[config.mk]
export PLATFORM = sky130hd
export DESIGN_NAME = id_ex_stage
export DESIGN_NICKNAME = d
export VERILOG_FILES = /design/src/rtl/id_ex_stage.sv
export SDC_FILE = /design/constraint.sdc
export NUM_CORES = 1
export LEC_CHECK = 0
export CORE_AREA = 2 2 149 151
export DETAILED_ROUTE_END_ITERATION = 6
export DIE_AREA = 0 0 151 153
export PLACE_DENSITY_LB_ADDON = 0.3
export SLEW_MARGIN = 10
export SYNTH_ARGS = -nofsm -noshare
export SYNTH_HDL_FRONTEND = slang
export SYNTH_SLANG_ARGS = --single-unit
[constraint.sdc]
create_clock -name clk -period 2.15 [get_ports clk]
set_input_delay 0.3225 -clock clk [delete_from_list [all_inputs] [get_ports clk]]
set_output_delay 0.3225 -clock clk [all_outputs]
set_load 0.03 [all_outputs]
[src/rtl/id_ex_stage.sv]
// Decode->Execute pipeline register with load-use hazard detection, branch flush,
// and a saturating counter of inserted load-use bubbles.
module id_ex_stage #(
    parameter int XLEN  = 32,
    parameter int CNT_W = 16
) (
    input  logic             clk,
    input  logic             rst,
    input  logic             FlushE,
    input  logic             ValidD,
    input  logic             RegWriteD,
    input  logic             ALUSrcD,
    input  logic             MemWriteD,
    input  logic             ResultSrcD,
    input  logic             BranchD,
    input  logic [2:0]       ALUControlD,
    input  logic [XLEN-1:0]  RD1D,
    input  logic [XLEN-1:0]  RD2D,
    input  logic [XLEN-1:0]  ImmExtD,
    input  logic [4:0]       Rs1D,
    input  logic [4:0]       Rs2D,
    input  logic [4:0]       RdD,
    input  logic [XLEN-1:0]  PCD,
    input  logic [XLEN-1:0]  PCPlus4D,
    output logic             ValidE,
    output logic             RegWriteE,
    output logic             ALUSrcE,
    output logic             MemWriteE,
    output logic             ResultSrcE,
    output logic             BranchE,
    output logic [2:0]       ALUControlE,
    output logic [XLEN-1:0]  RD1E,
    output logic [XLEN-1:0]  RD2E,
    output logic [XLEN-1:0]  ImmExtE,
    output logic [4:0]       Rs1E,
    output logic [4:0]       Rs2E,
    output logic [4:0]       RdE,
    output logic [XLEN-1:0]  PCE,
    output logic [XLEN-1:0]  PCPlus4E,
    output logic             StallF,
    output logic             StallD,
    output logic [CNT_W-1:0] BubbleCount
);

    logic load_use;
    logic bubble;

    // Rs2D is compared even for I-type instructions; the rare false stall is harmless.
    always_comb begin
        load_use = ValidE & ResultSrcE & RegWriteE & ValidD & (RdE != 5'd0)
                 & ((RdE == Rs1D) | (RdE == Rs2D));
        bubble   = FlushE | load_use;
        StallF   = load_use & ~FlushE & ~rst;
        StallD   = StallF;
    end

    // NOTE: sequential state uses non-blocking assignments so every register samples
    // pre-edge values, independent of statement order.
    always_ff @(posedge clk) begin
        if (rst || bubble) begin
            ValidE      <= 1'b0;
            RegWriteE   <= 1'b0;
            ALUSrcE     <= 1'b0;
            MemWriteE   <= 1'b0;
            ResultSrcE  <= 1'b0;
            BranchE     <= 1'b0;
            ALUControlE <= 3'd0;
            RD1E        <= '0;
            RD2E        <= '0;
            ImmExtE     <= '0;
            Rs1E        <= 5'd0;
            Rs2E        <= 5'd0;
            RdE         <= 5'd0;
            PCE         <= '0;
            PCPlus4E    <= '0;
        end else begin
            // An empty D slot must never write the register file or memory.
            ValidE      <= ValidD;
            RegWriteE   <= RegWriteD  & ValidD;
            ALUSrcE     <= ALUSrcD    & ValidD;
            MemWriteE   <= MemWriteD  & ValidD;
            ResultSrcE  <= ResultSrcD & ValidD;
            BranchE     <= BranchD    & ValidD;
            ALUControlE <= ValidD ? ALUControlD : 3'd0;
            RD1E        <= RD1D;
            RD2E        <= RD2D;
            ImmExtE     <= ImmExtD;
            Rs1E        <= Rs1D;
            Rs2E        <= Rs2D;
            RdE         <= RdD;
            PCE         <= PCD;
            PCPlus4E    <= PCPlus4D;
        end
    end

    // Flush takes priority over load-use, so a squashed slot is not counted as a bubble.
    always_ff @(posedge clk) begin
        if (rst)
            BubbleCount <= '0;
        else if (load_use && !FlushE && (BubbleCount != {CNT_W{1'b1}}))
            BubbleCount <= BubbleCount + 1'b1;
    end

endmodule

# ---- After elaboration in Yosys (flattened, before gate mapping)
# Index checks and enable logic that the tools add are counted.
dict set report word_totals {
  regBits 200
  inputBits 187
  elab_cells 43
}
dict set report op_classes {
  n_addsub 1
  eq_ne 3
  n_bitwise 17
  n_reduce_logical 6
}
# cell n
set op_table {}
lappend op_table {{adder 16 x 1 -> 16 bit, second input constant} 1}
lappend op_table {{inequality test 16 bit, second input constant} 1}
lappend op_table {{bitwise AND 1 bit} 12}
lappend op_table {{equality test 5 bit} 2}
lappend op_table {{nonzero test 5 bit} 1}
lappend op_table {{inverter 1 bit} 3}
lappend op_table {{logical AND 1 bit} 2}
lappend op_table {{OR 1 bit} 2}
lappend op_table {{OR reduction 2 bit} 1}
lappend op_table {{logical NOT 1 bit} 1}
lappend op_table {{logical OR 1 bit} 1}

# ---- Depth between registers and ports, before layout
# Gate-level depths: netlist of the first run.
dict set report logic_depth {
  ltp_word 8
  mapped_depth 7
  ltp_nobuf 5
}

# ---- Least setup slack after synthesis of the first run
# No wires, ideal clock.
dict set report synth_timing {
  kind {flip-flop to output port}
  startpoint {register RdE[3]}
  endpoint {output port StallF}
  t_arrival_ns 2.714
  path_slack_ns -0.887
  stages_incl_launch_ff 8
  path_buffers 3
  path_cell_list {dfxtp_1 -> xor2_1 -> nor3_1 -> a22oi_2 -> buf_2 -> buf_2 -> nor4_1 -> buf_4}
}
dict set report synth_between {
  elab_chain_len 5
}
# element line
set synth_lines {}
lappend synth_lines {{start: declaration} 37} ;# output logic [4:0] RdE,
lappend synth_lines {{start signal: assignment} 90} ;# RdE <= RdD;
lappend synth_lines {{equality test 5 bit or nonzero test 5 bit (tied branches)} {51, 50}}
lappend synth_lines {{OR 1 bit or bitwise AND 1 bit (tied branches)} {51, 50}}
lappend synth_lines {{bitwise AND 1 bit (*)} 51} ;# & ((RdE == Rs1D) | (RdE == Rs2D));
lappend synth_lines {{bitwise AND 1 bit (*) (2 in a row)} 53} ;# StallF = load_use & ~FlushE & ~rst;
lappend synth_lines {{end: declaration} 40} ;# output logic StallF,
# Every way passes the cells marked *; elsewhere a longest branch is shown, timed or not.

# ---- Worst setup path in the final report of the first run
dict set report layout_timing {
  startpoint {register RdE[4]}
  endpoint {output port StallF}
}
# The elaborated chain is that of the path after synthesis.

==> impl_metrics.csv, run 1 <==
group,metric,value,unit
yosys,yosys-top-cells-area,"dfxtp_1 (66%), and2_1 (18%), xor2_1 (1.5%)",
yosys,synth_seq_cells,200,
yosys,synth_nets,706,
yosys,yosys.area_share.simple,25.7,%
power_and_ir_drop,ir_drop,489,uV
grt,grt-ovfl-total,0,
yosys,synth_top_cell_area_share,66.3,%
worst_setup_path,reg2reg_from,"RdE[1]$_SDFF_PP0_",
timing,tightest_slew,0.562,ns
drt,wl_met1,6.77,mm
timing,fin_crit_sh,98.7,%
drt,drc_errors,0,
worst_setup_path,crit_path_end_kind,"output port",
die,die_h,153,um
finish,n_antenna_cell,0,
yosys,synth_top_family_by_area,"simple AND/OR/NAND/NOR gates",
drt,post_drt_wl_per_cell,14.8,um
clock_network,cts_root_buf,"clkbuf_16",
die,core_area,0.0215,mm2
timing,clock.fmax,471,MHz
yosys,synth_compound_area_share,2.57,%
worst_setup_path,crit_type,"reg -> out",
yosys,syn_inst,518,
yosys,syn_area,0.00603,mm2
timing,slew_violations,0,
drt,wl,17.9,mm
finish,utilization,51.3,%
drt,highest_layer,"met4",
die,initial_core_util,28.1,%
clock_network,cts_sinks,200,
clock_network,clkLatencyLatePin,0.43,ns
min_path,hp-start,"Rs1D[3]",
worst_setup_path,r2r_setup_slack,0.13,ns
power_and_ir_drop,power-per-cell-area,744,mW/mm2
yosys,synth.avg_cell_area,11.6,um2
drt,met3_length,1.89,mm
clock_network,cts_buffers,17,
worst_setup_path,cp.required,1.83,ns
place,placed_area,0.0104,mm2
finish,fillCellCount,1934,
grt,gr-usage-all-layers,15.5,%
clock_network,hold_buffers,0,
clock_network,h-tree-depth,4,
drt,via_per_inst,4.07,
worst_setup_path,startpoint,"RdE[4]$_SDFF_PP0_",
drt,drt_iter0_markers,142,
die,num_io_pins,389,
timing,layout_min_cycle_time,2.12,ns
worst_setup_path,startpoint_type,"flip-flop",
worst_setup_path,cp.arrival,1.80,ns
yosys,ys_top_cells_by_count,"dfxtp_1 (200), and2_1 (178), clkbuf_2 (16), nor2_1 (11), xor2_1 (10)",
min_path,hold_class,"in -> reg",
yosys,synthArstFlopShare,0,%
grt,grt_start_max_net_pins,76,
drt,postRouteAntennaNets,0,
clock_network,cts_buffer_depth,2,
yosys,yosysUniqueCellTypes,32,
power_and_ir_drop,power_leakage,4.26,nW
clock_network,clk_pin_slew_worst_paths,0.07,ns
grt,antenna_found_initial,0,
grt,grt_pass1_vias,4989,
yosys,ys.flop_type,"dfxtp_1",
finish,multi_input_area,0.00194,mm2
place,portBuffers,388,
outcome,status,"finished clean",
die,num_rows,54,
timing,rsz0062_at_grt,"yes",
job,cap_violations,0,
yosys,synthXorXnorAreaFrac,1.45,%
yosys,synth_fa_ha_area_share,0.207,%
yosys,synth_top_cell_by_area,"dfxtp_1",
yosys,synthMuxAreaShare,1.31,%
timing,final_hold_viol_count,0,
finish,fin_area,0.0110,mm2
finish,drive_above_1_share,8.61,%
clock_network,tritoncts,"yes",
timing,setup_violations,0,
drt,route.met2.wl,8.84,mm
drt,dr.pass1.iters,4,
yosys,yosysMostFrequentCell,"dfxtp_1",
yosys,ys_warn_count,0,
die,die_width,151,um
finish,nets,1105,
finish,syn2layout_area_growth,82.5,%
timing,fin_skew,0.0148,ns
grt,grt_first_pass_wirelength,27.1,mm
timing,slew_headroom,62.5,%
yosys,synth-edff-count,0,
drt,dr_total_vias,4919,
yosys,yosysSeqAreaShare,66.3,%
finish,register_area,0.00402,mm2
place,gp_routability_congestion,0.820,
die,fp.dieArea,0.0231,mm2
place,detailed_place_hpwl,13.7,mm
worst_setup_path,critPathMaxFanout,4,
registers in the layout, indices dropped and copies added (netlist names):
name         flops
ResultSrcE       1
RD2E            32
RD1E            32
Rs2E             5
RdE              5
BubbleCount     16
ALUControlE      3
PCE             32
Rs1E             5
ImmExtE         32
MemWriteE        1
BranchE          1
RegWriteE        1
ALUSrcE          1
PCPlus4E        32
ValidE           1
cells by family after synthesis:
| family | Yosys count |
|---|---|
| compound gates | 23 |
| buf+inv | 28 |
| xor+xnor | 10 |
| flops | 200 |
| fa+ha+maj | 1 |
| mux | 7 |
| simple gates | 249 |
report_power, final:
group          switching, mW  internal, mW  total, mW
clock                   1.53          1.69       3.22
combinational          0.485         0.619       1.10
sequential            0.0407          3.84       3.88
worst paths after layout:
kind,end,depth (start not counted)
max reg2reg,BubbleCount[9]$_SDFFE_PP0P_,7
min,Rs1E[3]$_SDFF_PP0_,2
max,StallF,4
min reg2reg,BubbleCount[5]$_SDFFE_PP0P_,2
metal layers:
metal	GRT usage [%]	vias up
met5	0	-
met1	16.7	2209
li1	-	2463
met2	26.4	223
met3	7.13	24
met4	5.70	0
what timing repair did:
| item | CTS | global route |
|---|---|---|
| pin swaps | 5 | 1 |
| setup buffers | 2 | 1 |
| gates resized for setup | 6 | 3 |
| endpoints found under the setup margin | 2 | 5 |
placed cells by master, fill, tap and decap left out, types with 2 or more instances in the layout:
cell,n
nand4_1,5
buf_12,6
dfxtp_1,195
a21oi_1,9
clkdlybuf4s50_1,385
nor2_1,11
dfxtp_4,2
clkbuf_16,17
nor2b_1,7
and2_1,178
clkinvlp_4,2
o31ai_1,8
nand3b_1,2
nor4b_1,2
buf_4,14
and3_2,4
or4_1,8
clkinv_8,3
and3_1,5
inv_6,4
nand2_1,3
dfxtp_2,3
nor3_2,2
mux2_2,7
and4_1,4
xor2_1,9
nor4_1,5
buf_6,2
inv_8,2
nand3_1,8
through the flow:
stage | cells | setup WS [ns] | TNS, ns | hold WS [ns] | total power [mW]
2_1_floorplan | 518 | 0.0105 | 0 | 0.443 | 4.40
3_3_place_gp | 1177 | -0.202 | -8.22 | 0.488 | 5.06
3_5_place_dp | 1177 | -0.253 | -14.68 | 0.504 | 5.07
4_1_cts | 1208 | -0.0531 | -0.104 | 0.305 | 8.32
5_1_grt | 1209 | -0.0369 | -0.0727 | 0.332 | 8.53
6_report | 1209 | 0.0269 | 0 | 0.331 | 8.20
final cells by class:
type / instances / area share [%]
timing repair buffer: 408 / 37.3
sequential: 200 / 36.5
multi-input combinational: 290 / 17.6
clock buffer: 18 / 3.99
tap: 280 / 3.18
clock inverter: 13 / 1.45
critical path, stage by stage, from the launching register on:
cell and delay [ns]:
dfxtp_4 0.36, or4_4 0.57, o21ai_4 0.21, nor4_4 0.08, buf_6 0.15
(Power assumes the default switching activity.)
==> inputs of run 2 (changes only) <==
--- a/config.mk
+++ b/config.mk
@@ -5,10 +5,11 @@
 export SDC_FILE = /design/constraint.sdc
 export NUM_CORES = 1
 export LEC_CHECK = 0
-export CORE_AREA = 2 2 149 151
+export CORE_MARGIN = 2
+export CORE_UTILIZATION = 28
 export DETAILED_ROUTE_END_ITERATION = 6
-export DIE_AREA = 0 0 151 153
 export PLACE_DENSITY_LB_ADDON = 0.3
+export SKIP_LAST_GASP = 1
 export SLEW_MARGIN = 10
 export SYNTH_ARGS = -nofsm -noshare
 export SYNTH_HDL_FRONTEND = slang
==> run 2 against run 1 <==
Net effect:
- worst hold slack lost 0.11 ns
- non-clock buffer count is 7 higher
- sequential cell count unchanged
==> impl_metrics.csv, run 2 (synthesized netlist as in run 1, its figures left out) <==
group,metric,value,unit
outcome,status,"finished clean",
place,detailed_place_hpwl,14.0,mm
worst_setup_path,reg2reg_to,"BubbleCount[1]$_SDFFE_PP0P_",
power_and_ir_drop,clock_power_share,38.0,%
clock_network,cts_buffers,17,
die,fp.dieArea,0.0227,mm2
worst_setup_path,cp.required,1.83,ns
grt,grt-ovfl-total,0,
die,core_area,0.0211,mm2
finish,final_common_cell,"clkdlybuf4s50_1",
finish,utilization,52.4,%
grt,grt_pass1_vias,4748,
clock_network,hold_buffers,0,
timing,setup_violations,0,
clock_network,tritoncts,"yes",
worst_setup_path,startpoint_type,"flip-flop",
place,portBuffers,388,
timing,tightest_slew,0.532,ns
power_and_ir_drop,intPower,6.00,mW
grt,busiest_layer,"met2",
grt,gr-usage-met1,16.2,%
power_and_ir_drop,switching_share,25.4,%
timing,setup_tns,0,ns
grt,antenna_found_initial,0,
finish,fillCellCount,1899,
drt,dr.pass1.iters,5,
die,die_width,151,um
min_path,hp-start,"Rs1D[1]",
grt,gr-usage-all-layers,15.1,%
finish,syn2layout_area_growth,83.2,%
worst_setup_path,crit_path_end_kind,"output port",
timing,clock.fmax,473,MHz
finish,drive_above_1_share,9.29,%
finish,nets,1112,
place,gp_routability_congestion,0.770,
clock_network,cts_root_buf,"clkbuf_16",
die,num_io_pins,389,
grt,use_met3,6.90,%
timing,slew_violations,0,
drt,drc_errors,0,
die,die_h,151,um
timing,fin_crit_sh,98.3,%
timing,final_hold_viol_count,0,
die,initial_core_util,28.6,%
power_and_ir_drop,p_total,8.05,mW
power_and_ir_drop,p_sw,2.04,mW
worst_setup_path,r2r_setup_slack,0.08,ns
grt,grt_start_max_net_pins,73,
worst_setup_path,critPathMaxFanout,4,
power_and_ir_drop,ir_drop,451,uV
drt,via_per_inst,4.09,
finish,n_antenna_cell,0,
min_path,min_to,"Rs1E[1]$_SDFF_PP0_",
power_and_ir_drop,power-per-cell-area,728,mW/mm2
worst_setup_path,r2r_cells,8,
grt,grt.met2_usage,26.5,%
timing,layout_min_cycle_time,2.11,ns
drt,postRouteAntennaNets,0,
min_path,hold_class,"in -> reg",
clock_network,clkLatencyLatePin,0.43,ns
worst_setup_path,reg2reg_from,"RdE[4]$_SDFF_PP0_",
worst_setup_path,cp.arrival,1.79,ns
clock_network,h-tree-depth,4,
timing,rsz0062_at_grt,"yes",
timing,slew_headroom,64.5,%
clock_network,cts_buffer_depth,2,
timing,fin_skew,0.0172,ns
min_path,whs_path_depth,2,
die,num_rows,53,
grt,grt_first_pass_wirelength,26.1,mm
clock_network,clk_pin_slew_worst_paths,0.07,ns
finish,layout_common_cells,"clkdlybuf4s50_1 (384), dfxtp_1 (195), and2_1 (178), buf_4 (19), clkbuf_16 (17)",
drt,drt_iter0_markers,127,
job,cap_violations,0,
drt,wl,18.0,mm
clock_network,cts_sinks,200,
power_and_ir_drop,seqPwrFrac,48.1,%
drt,dr_total_vias,4947,
power_and_ir_drop,pwr-share-comb,13.8,%
worst_setup_path,crit_type,"reg -> out",
power_and_ir_drop,power_leakage,4.30,nW
drt,post_drt_wl_per_cell,14.9,um
## run 2: cell types whose count changed in the layout (fill, tap and decap cells not counted), moves of 2 or more
cell,delta
inv_8,+3
buf_4,+5
dlymetal6s2s_1,+2
inv_6,-2
clkinv_8,-2
clkinv_4,+3
## run 2: how the worst max path moves through the flow
stage | start | to | slack [ns] | depth (start not counted)
3_3_place_gp | Rs2D[3] | BubbleCount[1]$_SDFFE_PP0P_ | -0.25 | 7
3_5_place_dp | Rs2D[3] | BubbleCount[1]$_SDFFE_PP0P_ | -0.25 | 7
2_1_floorplan | RdE[4]$_SDFF_PP0_ | StallF | 0.01 | 7
6_report | RdE[4]$_SDFF_PP0_ | StallF | 0.04 | 5
5_1_grt | RdE[1]$_SDFF_PP0_ | StallD | -0.07 | 6
4_1_cts | RdE[4]$_SDFF_PP0_ | StallF | -0.04 | 5
## run 2: cell type report
type                    instances  area (um2)  area share [%]
clock inverters                13         133            1.20
well taps                     275         344            3.11
repair buffers                415        4190            37.9
multi-input cells             290        1950            17.6
flip-flops and latches        200        4020            36.3
clock buffers                  18         429            3.88
## run 2: worst max-delay path, stage by stage, from the launching register on
cell     delay (ns)
dfxtp_4        0.36
or4_4          0.55
o21ai_4        0.15
buf_6          0.12
nor4_4         0.04
buf_6          0.15
## run 2: metal layers
layer  vias up  routed length [um]
met2       218                9390
met3        20                1740
met1      2227                6560
met4         0                 297
li1       2482                   -
met5         -                   0
## run 2: power groups by stage
stage	Combinational (mW)	Clock (mW)	Sequential, mW
detailed placement	1.11	0	3.97
global placement	1.11	0	3.96
CTS	1.12	3.17	3.88
floorplan	0.159	0	4.24
finish	1.11	3.06	3.88
global route	1.18	3.30	3.89
## run 2: stage by stage
stage | cells | hold WS [ns] | instance area (um2) | setup slack, ns
2_1_floorplan | 518 | 0.443 | 6070 | 0.0105
3_3_place_gp | 1173 | 0.480 | 10400 | -0.250
3_5_place_dp | 1173 | 0.490 | 10400 | -0.245
4_1_cts | 1208 | 0.420 | 11000 | -0.0426
5_1_grt | 1211 | 0.213 | 11100 | -0.0666
6_report | 1211 | 0.220 | 11100 | 0.0355
## run 2: repair_timing
action                                  CTS  global route
resized for setup                         4             9
setup buffers                             4             3
pin swaps                                 4             3
endpoints found under the setup margin    2             2
